--- src/rtl/int_ctrl_cp0.sv ---
// int_ctrl_cp0: interrupt controller sitting in front of the CP0 register block.
//
// Synchronises the raw interrupt lines and latches their rising edges as pending.
// At an instruction boundary it picks the highest-priority enabled source (lowest
// index wins). It then writes the return address into CP0 EPC and redirects the
// pipeline to that source's handler vector. Only one source is serviced at a time;
// ERET ends service.
//
// Ports:
//   clk          in   system clock, rising edge
//   clr          in   asynchronous active-high reset
//   irq_req      in   raw external requests (asynchronous, rising edge significant)
//   int_en       in   global interrupt enable
//   mask         in   per-source enable, 1 = enabled
//   stall        in   pipeline not at a takeable boundary this cycle
//   pc_next      in   address of the next instruction to execute
//   eret         in   ERET executing this cycle
//   EPC_in       out  return address to CP0 EPC
//   EPC_WE       out  one-cycle EPC write strobe
//   int_take     out  pipeline redirect pulse, coincident with EPC_WE
//   handler_addr out  redirect target, valid while int_take = 1
//   in_service   out  one-hot source currently being serviced
//   pending      out  latched pending requests
module int_ctrl_cp0 #(
  parameter int unsigned      WIDTH        = 32,
  parameter int unsigned      NIRQ         = 3,
  parameter logic [WIDTH-1:0] HANDLER_BASE = WIDTH'(32'h0000_0800),
  parameter logic [WIDTH-1:0] VEC_STRIDE   = WIDTH'(32'h0000_0100)
) (
  input  logic             clk,
  input  logic             clr,
  input  logic [NIRQ-1:0]  irq_req,
  input  logic             int_en,
  input  logic [NIRQ-1:0]  mask,
  input  logic             stall,
  input  logic [WIDTH-1:0] pc_next,
  input  logic             eret,
  output logic [WIDTH-1:0] EPC_in,
  output logic             EPC_WE,
  output logic             int_take,
  output logic [WIDTH-1:0] handler_addr,
  output logic [NIRQ-1:0]  in_service,
  output logic [NIRQ-1:0]  pending
);

  localparam int unsigned IdxW = (NIRQ > 1) ? $clog2(NIRQ) : 1;

  typedef enum logic [1:0] {
    StIdle,
    StTake,
    StService,
    StRet
  } state_e;

  // Synchroniser and edge-detect pipeline
  logic [NIRQ-1:0] sync1_q, sync2_q, prev_q, rise_q;

  // Pending latch
  logic [NIRQ-1:0] pending_q, pending_d;

  // FSM and registered outputs
  state_e          state_q;
  logic [WIDTH-1:0] epc_q;
  logic [WIDTH-1:0] handler_q;
  logic             epc_we_q;
  logic             take_q;
  logic [NIRQ-1:0]  in_service_q;

  // Arbitration
  logic [NIRQ-1:0]  eligible;
  logic [IdxW-1:0]  win_idx;
  logic [NIRQ-1:0]  win_oh;
  logic             take_now;
  logic [WIDTH-1:0] win_handler;

  // Two-flop synchroniser followed by a registered rising-edge detector.
  // A rise stable before edge k shows up in pending at edge k+3.
  always_ff @(posedge clk or posedge clr) begin
    if (clr) begin
      sync1_q <= '0;
      sync2_q <= '0;
      prev_q  <= '0;
      rise_q  <= '0;
    end else begin
      sync1_q <= irq_req;
      sync2_q <= sync1_q;
      prev_q  <= sync2_q;
      rise_q  <= sync2_q & ~prev_q;
    end
  end

  // Lowest enabled index wins. int_en gates the whole set.
  always_comb begin
    eligible = int_en ? (pending_q & mask) : '0;
    win_idx  = '0;
    win_oh   = '0;
    for (int i = int'(NIRQ) - 1; i >= 0; i--) begin
      if (eligible[i]) begin
        win_idx   = IdxW'(i);
        win_oh    = '0;
        win_oh[i] = 1'b1;
      end
    end
  end

  // Modulo-2^WIDTH vector computation
  assign win_handler = HANDLER_BASE + (WIDTH'(win_idx) * VEC_STRIDE);

  assign take_now = (state_q == StIdle) && (|eligible) && !stall;

  // A fresh edge landing on the clear edge wins, so the request is not lost.
  always_comb begin
    pending_d = pending_q;
    if (take_now) begin
      pending_d = pending_d & ~win_oh;
    end
    pending_d = pending_d | rise_q;
  end

  always_ff @(posedge clk or posedge clr) begin
    if (clr) begin
      pending_q <= '0;
    end else begin
      pending_q <= pending_d;
    end
  end

  // Control FSM with all outputs registered. A clr during StTake kills the
  // EPC write because the strobe flop is reset along with the state.
  always_ff @(posedge clk or posedge clr) begin
    if (clr) begin
      state_q      <= StIdle;
      epc_q        <= '0;
      handler_q    <= '0;
      epc_we_q     <= 1'b0;
      take_q       <= 1'b0;
      in_service_q <= '0;
    end else begin
      unique case (state_q)
        StIdle: begin
          if (take_now) begin
            state_q      <= StTake;
            epc_q        <= pc_next;
            handler_q    <= win_handler;
            in_service_q <= win_oh;
            epc_we_q     <= 1'b1;
            take_q       <= 1'b1;
          end
        end
        StTake: begin
          // Strobes last one cycle; EPC_in and handler_addr hold.
          state_q  <= StService;
          epc_we_q <= 1'b0;
          take_q   <= 1'b0;
        end
        StService: begin
          // No nesting: mask and int_en are ignored here.
          if (eret) begin
            state_q      <= StRet;
            in_service_q <= '0;
          end
        end
        StRet: begin
          // One dead cycle so the return instruction executes before any retake.
          state_q <= StIdle;
        end
        default: begin
          state_q <= StIdle;
        end
      endcase
    end
  end

  assign EPC_in       = epc_q;
  assign EPC_WE       = epc_we_q;
  assign int_take     = take_q;
  assign handler_addr = handler_q;
  assign in_service   = in_service_q;
  assign pending      = pending_q;

endmodule

--- config.mk ---
export PLATFORM = sky130hd
export DESIGN_NAME = int_ctrl_cp0
export DESIGN_NICKNAME = d
export VERILOG_FILES = /design/src/rtl/int_ctrl_cp0.sv
export SDC_FILE = /design/constraint.sdc
export NUM_CORES = 1
export LEC_CHECK = 0
export ABC_AREA = 1
export CAP_MARGIN = 20
export CORE_MARGIN = 4
export CORE_UTILIZATION = 44
export DETAILED_ROUTE_END_ITERATION = 10
export PLACE_DENSITY_LB_ADDON = 0.05
export SYNTH_ARGS = -nofsm -noshare
export SYNTH_HDL_FRONTEND = slang
export SYNTH_SLANG_ARGS = --single-unit
--- constraint.sdc ---
create_clock -name clk -period 4.5 [get_ports clk]
set_input_delay 0.45 -clock clk [delete_from_list [all_inputs] [get_ports clk]]
set_output_delay 0.45 -clock clk [all_outputs]
set_load 0.005 [all_outputs]
==> results_dict.tcl <==
set metrics [dict create \
    hp-class "reg -> reg" \
    grt_max_degree 57 \
    fin_setup_tns_ns 0 \
    syn_area_um2 2380 \
    die_area_um2 6660 \
    drv_slew 0 \
    num_vias 1712 \
    rsz0062_at_grt "no" \
    start_util_pct 46.1 \
    cts.sinks 56 \
    cp_data_required_time_ns 4.70 \
    tritoncts "built" \
    status "complete, no violations" \
    antenna_found_initial 0 \
    path_buf_inv 2 \
    crit_slowest_cell "nand2_2" \
    final_cell_mix "115 x nand2_1, 85 x clkdlybuf4s50_1, 56 x dfrtp_1, 29 x conb_1, 10 x inv_1" \
    via_per_inst 4.21 \
    die_y_um 81.6 \
    design.core.area_um2 5170 \
    crit_cells 6 \
    wl_per_cell_um 11.7 \
    overflow 0 \
    clock_skew_ns 0.00819 \
    grt_pass1_wl_um 7630 \
    cts_buffers 5 \
    io_buffers 85 \
    synthCells 252 \
    drt-total-wl_um 4770 \
    utilization_pct 62.5 \
    yosys_warnings 0 \
    crit_fanout 40 \
    nFillCells 453 \
    avgSynthCellArea_um2 9.46 \
    setup_viol 0 \
    gp_congestion 0.742 \
    cts_resized 0 \
    drive_gt1_share_pct 5.93 \
    tightestPinTransition_ns 0.738 \
    power_density_nw_per_um2 542 \
    post_cts_buffers 0 \
    drtIter0Drc 78 \
    final_antenna_net_count 0 \
    crit_chain "clkdlybuf4s50_1, nand3_2, nand3_2, nand2_2, inv_2, or2_2" \
    area_growth_pct 35.6 \
    min_path_cells 0 \
    clock_path_buffers 2 \
    max_cap_violations 0 \
    synth_cell_type_count 20 \
    drt-pass1-iter-count 4 \
    period_needed_ns 2.34 \
    holdBufCountCts 0 \
    hpwl_um 3480 \
    grt_pass1_vias 1628 \
    fmax_ghz 0.427 \
    irDropWorstVdd_uv 276 \
    drcViolationCount 0 \
    timing.final.crit_share_pct 52.0 \
    ys_seq_area_share_pct 58.8 \
    clock_latency_ns 0.31 \
    slew_headroom_pct 50.6 \
    rows 26 \
    clk_pin_slew_worst_paths_ns 0.11 \
    arrival_ns 2.54 \
    hold_viol 0 \
    crit_path_max_incr_delay_ns 0.55 \
    critPathKind "in -> reg" \
    final_common_cell "nand2_1" \
    nets 383 \
    ys_seq_elements 56 \
    clockRootBuffer "clkbuf_8" \
    diodes 0 \
    critical-path-top-delay-family "simple AND/OR/NAND/NOR gates" \
    grtUsageTotal_pct 15.0 \
    die_w_um 81.6 \
    io-pin-count 115 \
    p_leak_nw 1.64 \
    start_kind "primary input" \
    rr_worst_depth 7 \
    critPathCaptureType "flip-flop" \
    cp_common_cell "nand3_2" \
    power.total_mw 1.75 \
    ctsHtreeMaxLevel 2 \
]
[cell type report]
cell class              count  area, um^2  share of cell area (%)
multi-input cells         175         744                    23.0
inverters                  12        45.0                    1.39
repair buffers             86         858                    26.6
well taps                  70        87.6                    2.71
clock inverters             3        26.3                   0.813
flip-flops and latches     56        1400                    43.4
clock buffers               5        68.8                    2.13
[sequential cells by signal, indices dropped and copies added, names as in the netlist]
signal        cells
sync2_q           3
int_take          1
rise_q            3
state_q           2
EPC_in           32
sync1_q           3
handler_addr      3
pending           3
prev_q            3
in_service        3
[layer usage]
layer	GRT usage, %	wire (um)	vias up
met5	0	0	-
met4	3.49	47	0
met3	6.47	487	6
met2	23.7	2150	68
met1	19.3	2090	770
li1	-	-	868
[synth_stat cells, drive strengths merged]
| cell type | count | area (um^2) |
|---|---|---|
| a21oi | 1 | 5.00 |
| nor2 | 7 | 28.8 |
| buf | 37 | 298 |
| o21ai | 2 | 10.0 |
| o21bai | 1 | 7.51 |
| or2 | 4 | 25.0 |
| a21o | 1 | 7.51 |
| nand4 | 2 | 12.5 |
| nand2 | 117 | 444 |
| conb | 1 | 3.75 |
| ha | 4 | 50.1 |
| inv | 12 | 45.0 |
| nand3 | 7 | 45.0 |
| dfrtp | 56 | 1400 |
[cells by family after synthesis]
kind of cell               Yosys count  share of synthesized area, %
buffers and inverters               49                          14.4
and+or+nand+nor                    137                          23.3
other                                1                         0.157
DFF                                 56                          58.8
adders and majority gates            4                          2.10
AOI/OAI and AO/OA                    5                          1.26
[report_power, final]
part	switching [mW]	leakage [nW]	internal [mW]	total, mW
registers	0.100	0.685	0.674	0.774
logic	0.285	0.907	0.404	0.689
clock network	0.172	0.0491	0.115	0.287
[metrics by stage]
| stage | cell area (um^2) | hold WS (ns) | cells | worst slack (ns) |
|---|---|---|---|---|
| finish | 3230 | 0.361 | 407 | 2.16 |
| global route | 3230 | 0.367 | 407 | 1.94 |
| CTS | 3230 | 0.364 | 407 | 2.14 |
| detailed placement | 3140 | 0.338 | 399 | 1.81 |
| global placement | 3140 | 0.333 | 399 | 1.82 |
| floorplan | 2490 | 0.331 | 280 | 2.68 |
[final timing paths]
path                             from                to  slack [ns]
max                            int_en  handler_addr[11]        2.16
min                        sync1_q[1]        sync2_q[1]        0.36
max reg2reg                state_q[0]  handler_addr[11]        2.17
min reg2reg                sync1_q[1]        sync2_q[1]        0.36
max in group asynchronous         clr        pending[2]        3.42
min in group asynchronous         clr         EPC_in[9]        0.62
No activity file was read; power rests on OpenSTA's default activity.
